==> config.mk <==
export PLATFORM = sky130hd
export DESIGN_NAME = alu_selftest_ctrl_flat
export DESIGN_NICKNAME = d
export VERILOG_FILES = /design/src/rtl/alu_selftest_ctrl_if.sv /design/src/rtl/alu_selftest_ctrl.sv /design/src/flat_wrapper.sv
export SDC_FILE = /design/constraint.sdc
export NUM_CORES = 1
export LEC_CHECK = 0
export CORE_MARGIN = 4
export CORE_UTILIZATION = 50
export DETAILED_ROUTE_END_ITERATION = 7
export GPL_TIMING_DRIVEN = 0
export PLACE_DENSITY = 0.77
export SLEW_MARGIN = 20
export SYNTH_ARGS = -nofsm -noshare
export SYNTH_HDL_FRONTEND = slang
export SYNTH_SLANG_ARGS = --single-unit
==> constraint.sdc <==
create_clock -name clk -period 3.13 [get_ports clk]
set_clock_uncertainty 0.05 [all_clocks]
set_input_delay 0.626 -clock clk [delete_from_list [all_inputs] [get_ports clk]]
set_output_delay 0.626 -clock clk [all_outputs]
set_load 0.005 [all_outputs]
==> src/rtl/alu_selftest_ctrl_if.sv <==
// Handshake/status bundle between the ALU self-test controller and its host.
// Signal prefixes are from the controller's point of view.
interface alu_selftest_ctrl_if #(
  parameter int WIDTH = 8
);
  logic             i_start;
  logic [WIDTH-1:0] i_alu_result;
  logic [WIDTH-1:0] o_alu_a;
  logic [WIDTH-1:0] o_alu_b;
  logic [1:0]       o_alu_opcode;
  logic             o_busy;
  logic             o_done;
  logic             o_pass;
  logic [15:0]      o_err_count;
  logic [15:0]      o_first_err_vec;
  logic             o_first_err_valid;

  modport master (
    output i_start,
    output i_alu_result,
    input  o_alu_a,
    input  o_alu_b,
    input  o_alu_opcode,
    input  o_busy,
    input  o_done,
    input  o_pass,
    input  o_err_count,
    input  o_first_err_vec,
    input  o_first_err_valid
  );

  modport slave (
    input  i_start,
    input  i_alu_result,
    output o_alu_a,
    output o_alu_b,
    output o_alu_opcode,
    output o_busy,
    output o_done,
    output o_pass,
    output o_err_count,
    output o_first_err_vec,
    output o_first_err_valid
  );
endinterface

==> src/rtl/alu_selftest_ctrl.sv <==
// Built-in self-test initiator for a 4-op ALU: drives LFSR operands with a cycling
// opcode, checks each result against a local reference and reports pass/fail status.
module alu_selftest_ctrl #(
  parameter int          WIDTH       = 8,
  parameter int          NUM_VECTORS = 256,
  parameter int          ALU_LATENCY = 0,
  parameter logic [15:0] LFSR_SEED   = 16'hA55A
) (
  input  logic               clk,
  input  logic               rst,
  alu_selftest_ctrl_if.slave bus
);

  typedef enum logic [2:0] {
    S_IDLE  = 3'd0,
    S_DRIVE = 3'd1,
    S_WAIT  = 3'd2,
    S_CHECK = 3'd3,
    S_DONE  = 3'd4
  } state_t;

  localparam logic [1:0]       OP_ADD   = 2'b00;
  localparam logic [1:0]       OP_SUB   = 2'b01;
  localparam logic [1:0]       OP_AND   = 2'b10;
  localparam logic [1:0]       OP_OR    = 2'b11;
  localparam int               LAT_W    = (ALU_LATENCY > 1) ? $clog2(ALU_LATENCY) : 1;
  localparam logic [LAT_W-1:0] LAT_LOAD = (ALU_LATENCY > 0) ? LAT_W'(ALU_LATENCY - 1) : '0;
  localparam logic [15:0]      LAST_VEC = 16'(NUM_VECTORS - 1);

  state_t           r_state;
  state_t           w_state_nxt;
  logic [15:0]      r_lfsr;
  logic [15:0]      r_vec_idx;
  logic [LAT_W-1:0] r_lat_cnt;
  logic [WIDTH-1:0] r_alu_a;
  logic [WIDTH-1:0] r_alu_b;
  logic [1:0]       r_alu_opcode;
  logic             r_busy;
  logic             r_done;
  logic             r_pass;
  logic [15:0]      r_err_count;
  logic [15:0]      r_first_err_vec;
  logic             r_first_err_valid;

  logic             w_lfsr_fb;
  logic [15:0]      w_lfsr_nxt;
  logic [WIDTH-1:0] w_expected;
  logic             w_mismatch;
  logic             w_last_vec;
  logic             w_start_ok;

  // Fibonacci LFSR, taps 16/14/13/11, shifting left with feedback into bit 0
  assign w_lfsr_fb  = r_lfsr[15] ^ r_lfsr[13] ^ r_lfsr[12] ^ r_lfsr[10];
  assign w_lfsr_nxt = {r_lfsr[14:0], w_lfsr_fb};
  assign w_last_vec = (r_vec_idx == LAST_VEC);
  assign w_start_ok = bus.i_start && ((r_state == S_IDLE) || (r_state == S_DONE));
  assign w_mismatch = (bus.i_alu_result != w_expected);

  always_comb begin
    w_expected = '0;
    case (r_alu_opcode)
      OP_ADD:  w_expected = r_alu_a + r_alu_b;
      OP_SUB:  w_expected = r_alu_a - r_alu_b;
      OP_AND:  w_expected = r_alu_a & r_alu_b;
      OP_OR:   w_expected = r_alu_a | r_alu_b;
      default: w_expected = '0;
    endcase
  end

  always_ff @(posedge clk or posedge rst) begin
    if (rst) begin
      r_state <= S_IDLE;
    end else begin
      r_state <= w_state_nxt;
    end
  end

  always_comb begin
    w_state_nxt = r_state;
    case (r_state)
      S_IDLE:  if (w_start_ok) w_state_nxt = S_DRIVE;
      S_DRIVE: w_state_nxt = (ALU_LATENCY > 0) ? S_WAIT : S_CHECK;
      S_WAIT:  if (r_lat_cnt == '0) w_state_nxt = S_CHECK;
      S_CHECK: w_state_nxt = w_last_vec ? S_DONE : S_DRIVE;
      S_DONE:  if (w_start_ok) w_state_nxt = S_DRIVE;
      default: w_state_nxt = S_IDLE;
    endcase
  end

  always_ff @(posedge clk or posedge rst) begin
    if (rst) begin
      r_lfsr            <= LFSR_SEED;
      r_vec_idx         <= '0;
      r_lat_cnt         <= '0;
      r_alu_a           <= '0;
      r_alu_b           <= '0;
      r_alu_opcode      <= '0;
      r_busy            <= 1'b0;
      r_done            <= 1'b0;
      r_pass            <= 1'b0;
      r_err_count       <= '0;
      r_first_err_vec   <= '0;
      r_first_err_valid <= 1'b0;
    end else begin
      case (r_state)
        S_IDLE, S_DONE: begin
          if (w_start_ok) begin
            r_lfsr            <= LFSR_SEED;
            r_vec_idx         <= '0;
            r_busy            <= 1'b1;
            r_done            <= 1'b0;
            r_pass            <= 1'b0;
            r_err_count       <= '0;
            r_first_err_vec   <= '0;
            r_first_err_valid <= 1'b0;
          end
        end
        S_DRIVE: begin
          r_alu_a      <= WIDTH'(r_lfsr[15:8]);
          r_alu_b      <= WIDTH'(r_lfsr[7:0]);
          r_alu_opcode <= r_vec_idx[1:0];
          r_lat_cnt    <= LAT_LOAD;
        end
        S_WAIT: begin
          if (r_lat_cnt != '0) r_lat_cnt <= r_lat_cnt - 1'b1;
        end
        S_CHECK: begin
          if (w_mismatch) begin
            if (r_err_count != 16'hFFFF) r_err_count <= r_err_count + 16'd1;
            if (!r_first_err_valid) begin
              r_first_err_vec   <= r_vec_idx;
              r_first_err_valid <= 1'b1;
            end
          end
          if (w_last_vec) begin
            r_busy <= 1'b0;
            r_done <= 1'b1;
            // Verdict must include this final comparison, not just the registered count
            r_pass <= !w_mismatch && (r_err_count == '0);
          end else begin
            r_vec_idx <= r_vec_idx + 16'd1;
            r_lfsr    <= w_lfsr_nxt;
          end
        end
        default: ;
      endcase
    end
  end

  assign bus.o_alu_a           = r_alu_a;
  assign bus.o_alu_b           = r_alu_b;
  assign bus.o_alu_opcode      = r_alu_opcode;
  assign bus.o_busy            = r_busy;
  assign bus.o_done            = r_done;
  assign bus.o_pass            = r_pass;
  assign bus.o_err_count       = r_err_count;
  assign bus.o_first_err_vec   = r_first_err_vec;
  assign bus.o_first_err_valid = r_first_err_valid;

endmodule
==> src/flat_wrapper.sv <==
// flat-port wrapper written by rule: the top's interface ports become plain ports
module alu_selftest_ctrl_flat 
#(
  parameter int          WIDTH       = 8,
  parameter int          NUM_VECTORS = 256,
  parameter int          ALU_LATENCY = 0,
  parameter logic [15:0] LFSR_SEED   = 16'hA55A
)
  (clk, rst, bus_i_start, bus_i_alu_result, bus_o_alu_a, bus_o_alu_b, bus_o_alu_opcode, bus_o_busy, bus_o_done, bus_o_pass, bus_o_err_count, bus_o_first_err_vec, bus_o_first_err_valid);
  alu_selftest_ctrl_if #(.WIDTH(WIDTH)) bus_i ();
  input  logic clk;
  input  logic rst;
  input wire logic [$bits(bus_i.i_start)-1:0] bus_i_start;
  input wire logic [$bits(bus_i.i_alu_result)-1:0] bus_i_alu_result;
  output wire logic [$bits(bus_i.o_alu_a)-1:0] bus_o_alu_a;
  output wire logic [$bits(bus_i.o_alu_b)-1:0] bus_o_alu_b;
  output wire logic [$bits(bus_i.o_alu_opcode)-1:0] bus_o_alu_opcode;
  output wire logic [$bits(bus_i.o_busy)-1:0] bus_o_busy;
  output wire logic [$bits(bus_i.o_done)-1:0] bus_o_done;
  output wire logic [$bits(bus_i.o_pass)-1:0] bus_o_pass;
  output wire logic [$bits(bus_i.o_err_count)-1:0] bus_o_err_count;
  output wire logic [$bits(bus_i.o_first_err_vec)-1:0] bus_o_first_err_vec;
  output wire logic [$bits(bus_i.o_first_err_valid)-1:0] bus_o_first_err_valid;
  assign bus_i.i_start = bus_i_start;
  assign bus_i.i_alu_result = bus_i_alu_result;
  assign bus_o_alu_a = bus_i.o_alu_a;
  assign bus_o_alu_b = bus_i.o_alu_b;
  assign bus_o_alu_opcode = bus_i.o_alu_opcode;
  assign bus_o_busy = bus_i.o_busy;
  assign bus_o_done = bus_i.o_done;
  assign bus_o_pass = bus_i.o_pass;
  assign bus_o_err_count = bus_i.o_err_count;
  assign bus_o_first_err_vec = bus_i.o_first_err_vec;
  assign bus_o_first_err_valid = bus_i.o_first_err_valid;
  alu_selftest_ctrl #(.WIDTH(WIDTH), .NUM_VECTORS(NUM_VECTORS), .ALU_LATENCY(ALU_LATENCY), .LFSR_SEED(LFSR_SEED)) u_core (.clk(clk), .rst(rst), .bus(bus_i));
endmodule
Yosys cells after proc, flatten, opt, wreduce, memory -nomap -nowiden
Cells that the tools add are included.
{ "totals": {"ff_bits": 90} }
{ "op_classes": {"n_addsub": 5, "n_eq_ne": 17, "n_mux": 29, "n_bitwise": 5, "n_reduce_logical": 16} }
{ "ops": {"columns": ["operator", "count"], "rows": [
  ["2-to-1 mux 16 bit", 8],
  ["case mux 16 bit (2 select lines)", 4],
  ["adder 16 x 1 -> 16 bit, second input constant", 2],
  ["case mux 8 bit (4 select lines)", 1],
  ["equality test 16 x 8 -> 1 bit, second input constant", 1],
  ["zero test 16 bit", 1],
  ["inequality test 16 bit, second input constant", 1],
  ["case mux 3 bit (4 select lines)", 1],
  ["case mux 1 bit (2 select lines)", 5],
  ["2-to-1 mux 3 bit", 3],
  ["AND reduction 3 bit", 3],
  ["adder 8 bit", 1],
  ["bitwise AND 8 bit", 1],
  ["inequality test 2 x 1 -> 1 bit, second input constant", 4],
  ["inequality test 8 bit", 1],
  ["bitwise OR 8 bit", 1],
  ["AND reduction 4 bit", 2],
  ["subtractor 8 bit", 1],
  ["2-to-1 mux 1 bit", 7],
  ["equality test 3 x 2 -> 1 bit, second input constant", 2],
  ["inequality test 2 bit, second input constant", 3],
  ["equality test 2 bit, second input constant", 2],
  ["nonzero test 2 bit", 2],
  ["equality test 3 x 1 -> 1 bit, second input constant", 1],
  ["11 further kinds", 14]
]} }

Depth between registers and ports, before layout
Gate-level depths: netlist of the first run.
{ "logic_depth": {"ltp_word": 7, "mapped_depth": 15, "depth_no_buf": 13} }

Worst setup path before layout of the first run
Ideal clock, no wire load.
{ "synth_path": {"path_kind": "reg-to-reg", "startpoint": "register u_core.r_alu_b[1], in the netlist u_core.bus.o_alu_b[1]", "endpoint": "register u_core.r_err_count[1], in the netlist u_core.bus.o_err_count[1]", "setup_time_ns": 0.131, "arrival_ns": 3.265, "required_ns": 2.949, "setup_slack_ns": -0.316, "path_stages_with_launch": 14, "n_path_buf": 1, "cell_sequence": "dfrtp_1 > inv_1 > ha_1 > mux2i_1 > ha_1 > nor2b_1 > o31ai_2 > a32oi_2 > xor3_2 > o31a_1 > a211o_1 > o31ai_4 > buf_4 > o21ai_0"} }
{ "synth_via": {"elab_chain_len": 5, "word_cells_on_any_way": 8, "cone_classes": "add/sub (2); eq/ne (2); mux (1); bitwise (2); reduce/logical (1)"} }
{ "synth_lines": {"columns": ["element", "line_no", "source"], "rows": [
  ["from (decl)", "alu_selftest_ctrl.sv:36", "logic [WIDTH-1:0] r_alu_b;"],
  ["from (signal assigned)", "alu_selftest_ctrl.sv:120", "r_alu_b <= WIDTH'(r_lfsr[7:0]);"],
  ["subtractor 8 bit, or another cell as far along", "alu_selftest_ctrl.sv:63", "OP_SUB: w_expected = r_alu_a - r_alu_b;"],
  ["case mux 8 bit (4 select lines) *", "alu_selftest_ctrl.sv:61", "case (r_alu_opcode)"],
  ["inequality test 8 bit *", "alu_selftest_ctrl.sv:57", "assign w_mismatch = (bus.i_alu_result != w_expected);"],
  ["inequality test 2 x 1 -> 1 bit (no line) *", null, null],
  ["AND reduction 4 bit (no line) *", null, null],
  ["to (signal assigned)", "alu_selftest_ctrl.sv:129", "if (r_err_count != 16'hFFFF) r_err_count <= r_err_count + 16'd1;"],
  ["to (decl)", "alu_selftest_ctrl.sv:41", "logic [15:0] r_err_count;"]
]} }
Mark *: on every way between the ends. The rest lies on a longest branch, timed or not.
A chain may end at the register's enable or synchronous reset.

Worst setup path after layout of the first run
{ "layout_path": {"startpoint": "register u_core.r_alu_b[3], in the netlist u_core.bus.o_alu_b[3]", "endpoint": "register u_core.r_err_count[1], in the netlist u_core.bus.o_err_count[1]"} }
The elaborated chain is that of the path after synthesis.

==> impl_metrics.tcl, run 1 <==
set metrics [dict create \
    cts_sinks 89 \
    mostFrequentLayoutCell "dfrtp_1" \
    grt_use_met1_pct 34.6 \
    die_x_um 111 \
    finalCritPeriodShare_pct 109 \
    synth_cells 575 \
    whs_ps 430 \
    crit_chain "nor4_4 > a21oi_2 > xnor2_1 > ha_1 > xnor2_2 > and4_1 > a311oi_1 > o311a_1 > nand4_1 > a211o_1 > o31ai_4 > buf_6 > buf_6 > o21ai_1" \
    pin_count 65 \
    wl_per_cell_um 19.2 \
    synthFlopType "dfrtp_1" \
    hold_viol_final 0 \
    die-area_sq_um 12300 \
    grt.busiest_layer "met2" \
    slew-limit-headroom_pct 29.6 \
    rsz0062_at_grt "yes" \
    start_kind "flip-flop" \
    tritoncts "done" \
    timing.final.ws_setup_ps -283 \
    clock_path_buffers 2 \
    internal-power_mw 4.70 \
    synth_edf_count 0 \
    gp_congestion 0.884 \
    met2_usage_pct 41.5 \
    syn_area_per_cell_sq_um 9.23 \
    grt.met3_usage_pct 3.93 \
    synth_area_sq_um 5310 \
    layout.nets 719 \
    crit_family "compound AO/OA/AOI/OAI gates" \
    h-tree-depth 3 \
    synth.ff_latch_count 89 \
    p_per_area_nw_per_um2 1240 \
    drt_iter0_drc 452 \
    num_rows 37 \
    drc 0 \
    grt_pass1_wl_mm 26.0 \
    critPathArrivalTime_ps 3600 \
    grt-ovfl-total 0 \
    finalSetupViolCount 34 \
    cpMostUsedCell "buf_6" \
    portBuffers 64 \
    track_usage_pct 25.5 \
    ys_async_sr_fraction_pct 100 \
    final_cell_mix "74 x dfrtp_1, 64 x clkdlybuf4s50_1, 39 x nand3_1, 39 x o21ai_0, 38 x nand2_1" \
    num_antenna_cells 0 \
    cp_max_fo 6 \
    insertion_delay_ps 370 \
    worst_slew_pin_slew_ps 1050 \
    cts-root-buf "clkbuf_8" \
    wl_mm 16.1 \
    fmax_mhz 293 \
    critPathRequiredTime_ps 3320 \
    initial_core_util_pct 51.4 \
    clkSlewWorstSetupHoldPaths_ps 90 \
    clkPwrFrac_pct 9.6 \
    crit_buf_inv 2 \
    violations "setup timing" \
    layoutNonFillerInstCount 835 \
    dp.cells 776 \
    nFillCells 753 \
    p_sw_mw 4.11 \
    vias 5152 \
    vias_per_cell 6.17 \
    swShare_pct 46.6 \
    setup_tns_ps -8450 \
    cap_violations 0 \
    p_comb_share_pct 68.2 \
    cp_slowest_stage_delay_ps 460 \
    yosysSeqAreaShare_pct 42.1 \
    hold_class "reg -> reg" \
    grt_pass1_vias 5006 \
    drtAntennaViolNets 0 \
    antenna_found_initial 0 \
    power_leakage_nw 2.93 \
    p_seq_share_pct 22.2 \
    place_hpwl_mm 10.7 \
    status "complete, but fails checks" \
    syn_nets 600 \
    vdd_drop_max_v 0.000701 \
    ys_types 66 \
    drive_above_1_share_pct 24.0 \
    core-area_sq_um 10300 \
    grt_max_degree 51 \
    die-height_um 111 \
    synthToLayoutAreaGrowth_pct 33.3 \
    cts_made_buffers 9 \
    criticalPathCategory "reg -> reg" \
    drtPass1Iterations 5 \
    ys_warn_count 0 \
    endpoint_kind "flip-flop" \
    hold_buffers 0 \
    fin_crit_ps 3410 \
    slew_violations 0 \
    critPathSlowestCell "dfrtp_2" \
]
## per-stage QoR
step	power, mW	instance area, sq um	setup WS, ps	utilization (%)
2_1_floorplan	5.02	5340	-119	-
3_3_place_gp	6.20	6150	-1410	59.5
3_5_place_dp	6.39	6170	-641	59.8
4_1_cts	8.15	6850	-292	66.4
5_1_grt	9.37	7080	-399	68.6
6_report	8.81	7080	-283	68.6
## per-layer routing
| metal | share of wire (%) | routed length [um] |
|---|---|---|
| met1 | 42 | 6710 |
| met2 | 49 | 7920 |
| met3 | 5.9 | 948 |
| met4 | 3.0 | 488 |
| met5 | 0 | 0 |
## cell type report
class	instances	area, sq um	area share, %
well taps	136	170	2.40
multi-input cells	431	3110	44.0
flip-flops and latches	89	2250	31.7
repair buffers	109	1040	14.7
clock buffers	13	159	2.24
clock inverters	3	47.5	0.671
plain buffers	33	221	3.13
inverters	21	81.3	1.15
## repair_timing
item | CTS | global route
pin swaps | 28 | 16
setup buffers | 33 | 8
cloned | 2 | 1
gates resized for setup | 63 | 51
endpoints found under the setup margin | 34 | 36
## power by group through the flow
| stage | clock [mW] | sequential [mW] | combinational (mW) |
|---|---|---|---|
| floorplan | 0 | 1.86 | 3.15 |
| global placement | 0 | 1.99 | 4.21 |
| detailed placement | 0 | 2.01 | 4.38 |
| CTS | 0.845 | 1.94 | 5.36 |
| global route | 0.902 | 2.00 | 6.48 |
| finish | 0.847 | 1.96 | 6.01 |
## worst reg2reg max path: cells and delay by family (launching register included)
family / cells / cell delay (ps)
and+or+nand+nor: 3 / 680
buffers and inverters: 2 / 350
DFF: 1 / 460
xor gates and xnor gates: 2 / 370
adders and majority gates: 1 / 300
AOI/OAI and AO/OA: 6 / 1100
## cell usage after synthesis, drive strengths merged, types with 2 or more instances
cell type	n	area share (%)
a211o	2	0.33
a21o	2	0.28
a21oi	27	2.6
a311oi	2	0.33
a31oi	2	0.24
a32oi	2	0.47
and2	4	0.47
and3	10	1.2
and4	2	0.33
buf	16	1.8
clkbuf	18	1.3
dfrtp	81	38
dfstp	8	4.0
ha	13	3.1
inv	21	1.5
maj3	3	0.57
mux2	17	3.6
nand2	39	2.8
nand2b	2	0.24
nand3	41	3.9
nand3b	5	0.71
nand4	9	1.1
nor2	38	2.7
nor2b	3	0.35
nor3	14	1.3
nor3b	2	0.28
nor4	8	1.2
o211ai	29	4.1
o21a	2	0.28
o21ai	77	7.5
o221ai	2	0.33
o31ai	4	1.2
o41ai	7	1.2
or2	2	0.24
or3	7	0.82
or4	2	0.28
xnor2	20	3.3
xor2	14	2.3
## path summary, 6_finish.rpt
kind / start / end / slack, ps / cells past startpoint
worst max-delay path: u_core.bus.o_alu_b[3]$_DFFE_PP0P_ / u_core.bus.o_err_count[1]$_DFFE_PP0P_ / -280 / 14
worst min-delay path: u_core.r_lfsr[3]$_DFFE_PP1P_ / u_core.r_lfsr[3]$_DFFE_PP1P_ / 430 / 2
worst max register to register: u_core.bus.o_alu_b[3]$_DFFE_PP0P_ / u_core.bus.o_err_count[1]$_DFFE_PP0P_ / -280 / 14
worst min register to register: u_core.r_lfsr[3]$_DFFE_PP1P_ / u_core.r_lfsr[3]$_DFFE_PP1P_ / 430 / 2
max in group asynchronous: rst / u_core.r_lfsr[1]$_DFFE_PP1P_ / 1670 / 3
min in group asynchronous: rst / u_core.bus.o_alu_a[2]$_DFFE_PP0P_ / 670 / 2
## state kept, by name, summed over array words and instances (netlist names)
signal / count
u_core.r_vec_idx: 16
u_core.bus.o_first_err_vec: 16
u_core.bus.o_err_count: 16
u_core.bus.o_busy: 1
u_core.bus.o_alu_opcode: 2
u_core.bus.o_alu_b: 8
u_core.r_state: 3
u_core.bus.o_done: 1
u_core.bus.o_alu_a: 8
u_core.r_lfsr: 16
u_core.bus.o_pass: 1
u_core.bus.o_first_err_valid: 1
## cells by family after synthesis
kind of cell / count (synthesis) / synth area share (%)
and+or+nand+nor: 189 / 18.0
AOI/OAI and AO/OA: 172 / 21.4
DFF: 89 / 42.1
buffers and inverters: 55 / 4.59
xor gates and xnor gates: 35 / 6.08
muxes: 18 / 3.79
adders and majority gates: 17 / 4.01
Note: power is estimated with default switching activity, not from simulation.
==> run 2, diff against run 1 <==
--- a/config.mk
+++ b/config.mk
@@ -6,10 +6,11 @@
 export NUM_CORES = 1
 export LEC_CHECK = 0
 export CORE_MARGIN = 4
-export CORE_UTILIZATION = 50
+export CORE_UTILIZATION = 51
 export DETAILED_ROUTE_END_ITERATION = 7
 export GPL_TIMING_DRIVEN = 0
-export PLACE_DENSITY = 0.77
+export MAX_ROUTING_LAYER = met4
+export PLACE_DENSITY = 0.78
 export SLEW_MARGIN = 20
 export SYNTH_ARGS = -nofsm -noshare
 export SYNTH_HDL_FRONTEND = slang
==> run 2 against run 1 <==
Net effect: the flow still finishes with violations (setup timing); non-clock buffer count is the same; register-to-register slack lost 60 ps; largest cell class unchanged; largest power group unchanged; power shrank 1.4%; via count grew 2.0%; sequential share of layout area grew 0.36 points; critical path type unchanged; global-route usage grew 2.6 points; cell area shrank 1.1%; final cell count shrank 0.36%; setup slack lost 61 ps; fmax shrank 1.8%; routed wire length grew 2.0%; highest routed layer unchanged; hold slack lost 1.1 ps.
==> impl_metrics.tcl, run 2 (synthesized netlist as in run 1, its figures left out) <==
set metrics [dict create \
    status "complete, but fails checks" \
    violations "setup timing" \
    wl_per_cell_um 19.7 \
    drc 0 \
    die_x_um 110 \
    start_kind "flip-flop" \
    slew-limit-headroom_pct 48.0 \
    cts_made_buffers 9 \
    tritoncts "done" \
    layout.nets 719 \
    grt_pass1_vias 5113 \
    grt_max_degree 55 \
    wl_mm 16.4 \
    insertion_delay_ps 360 \
    finalCritPeriodShare_pct 111 \
    cts-root-buf "clkbuf_8" \
    worst_slew_pin_slew_ps 773 \
    clkSlewWorstSetupHoldPaths_ps 100 \
    dpl-instance-area_sq_um 6170 \
    num_antenna_cells 0 \
    portBuffers 64 \
    core-area_sq_um 9950 \
    drive_above_1_share_pct 22.7 \
    crit_chain "buf_4 > nor3_2 > nor2_2 > xnor2_1 > ha_1 > o211a_1 > o31ai_4 > a32oi_2 > xor3_2 > o31a_1 > a211o_1 > o31ai_4 > buf_6 > buf_6 > o21ai_1" \
    h-tree-depth 3 \
    cap_violations 0 \
    layoutNonFillerInstCount 832 \
    whs_ps 429 \
    track_usage_pct 28.2 \
    mostFrequentLayoutCell "dfrtp_1" \
    cp_max_fo 6 \
    timing.final.ws_setup_ps -344 \
    synthToLayoutAreaGrowth_pct 31.9 \
    place_hpwl_mm 10.7 \
    power_leakage_nw 2.91 \
    gp_congestion 0.910 \
    power.total_mw 8.68 \
    cp_slowest_stage_delay_ps 420 \
    dp.cells 773 \
    final_area_sq_um 7000 \
    vdd_drop_max_v 0.000621 \
    p_per_area_nw_per_um2 1240 \
    crit_family "compound AO/OA/AOI/OAI gates" \
    critPathSlowestCell "dfrtp_2" \
    vias 5253 \
    drt_iter0_drc 429 \
    vias_per_cell 6.31 \
    fmax_mhz 288 \
    rsz0062_at_grt "yes" \
    clock_path_buffers 2 \
    die-area_sq_um 12100 \
    finalSetupViolCount 34 \
    critPathRequiredTime_ps 3330 \
    drtPass1Iterations 7 \
    fin_crit_ps 3470 \
    drtAntennaViolNets 0 \
    pin_count 65 \
    initial_core_util_pct 53.3 \
    hold_class "reg -> reg" \
    endpoint_kind "flip-flop" \
    pre_cts_ws_ps -683 \
    die-height_um 110 \
    hold_viol_final 0 \
    antenna_found_initial 0 \
    final_cell_mix "74 x dfrtp_1, 64 x clkdlybuf4s50_1, 41 x o21ai_0" \
    cts_sinks 89 \
    num_rows 36 \
    slew_violations 0 \
    grt-ovfl-total 0 \
    critPathArrivalTime_ps 3670 \
    crit_buf_inv 3 \
    criticalPathCategory "reg -> reg" \
    grt_pass1_wl_mm 25.6 \
]
==> run 2: where the power goes <==
| part | internal (mW) | switching [mW] | leakage [nW] | total (mW) |
|---|---|---|---|---|
| registers | 1.53 | 0.436 | 1.12 | 1.97 |
| clock network | 0.397 | 0.432 | 0.100 | 0.829 |
| logic | 2.68 | 3.21 | 1.69 | 5.89 |
| total | 4.61 | 4.07 | 2.91 | 8.68 |
==> run 2: what timing repair did <==
action | 4_1_cts | 5_1_grt
gates cloned | 5 | 2
buffers inserted | 30 | 7
hold buffers | 0 | 0
pin swaps | 17 | 22
gates resized for setup | 56 | 48
endpoints found under the setup margin | 34 | 34
endpoints found under the hold margin | 0 | 0
==> run 2: per-stage QoR <==
stage          TNS [ps]  util (%)
5_1_grt          -14660      70.3
6_report         -10810      70.3
3_5_place_dp     -21400      62.0
2_1_floorplan     -3610         -
4_1_cts           -7760      68.1
3_3_place_gp    -111010      61.7
==> run 2: path summary, 6_finish.rpt <==
check                      slack, ps                               from                                    end  depth (start not counted)
setup / recovery                -340  u_core.bus.o_alu_b[1]$_DFFE_PP0P_  u_core.bus.o_err_count[2]$_DFFE_PP0P_                         15
hold / removal                   430      u_core.r_state[2]$_DFFE_PP0P_          u_core.r_state[1]$_DFFE_PP0P_                          1
setup reg to reg                -340  u_core.bus.o_alu_b[1]$_DFFE_PP0P_  u_core.bus.o_err_count[2]$_DFFE_PP0P_                         15
hold reg to reg                  430      u_core.r_state[2]$_DFFE_PP0P_          u_core.r_state[1]$_DFFE_PP0P_                          1
max in group asynchronous       1780                                rst           u_core.r_lfsr[6]$_DFFE_PP1P_                          3
min in group asynchronous        590                                rst      u_core.bus.o_alu_b[2]$_DFFE_PP0P_                          2
==> run 2: area by class of cell <==
type | count | area [sq um]
repair buffers | 109 | 1040
clock inverters | 5 | 63.8
fillers | 709 | 2950
clock buffers | 11 | 141
well taps | 133 | 166
plain buffers | 33 | 218
multi-input cells | 431 | 3040
inverters | 21 | 81.3
flip-flops and latches | 89 | 2250
==> run 2: routing by layer <==
layer  GRT usage, %  vias up  wire (um)
li1               -     2350          -
met1           36.6     2538       6590
met2           44.0      305       7940
met3           4.66       60       1300
met4           11.7        0        549
met5              -        -          0
==> run 3, diff against run 2 <==
--- a/config.mk
+++ b/config.mk
@@ -7,6 +7,7 @@
 export LEC_CHECK = 0
 export CORE_MARGIN = 4
 export CORE_UTILIZATION = 51
+export CTS_CLUSTER_DIAMETER = 40
 export DETAILED_ROUTE_END_ITERATION = 7
 export GPL_TIMING_DRIVEN = 0
 export MAX_ROUTING_LAYER = met4
==> results of run 3 <==
No change in the layout: final DEF, timing and power equal those of run 2.
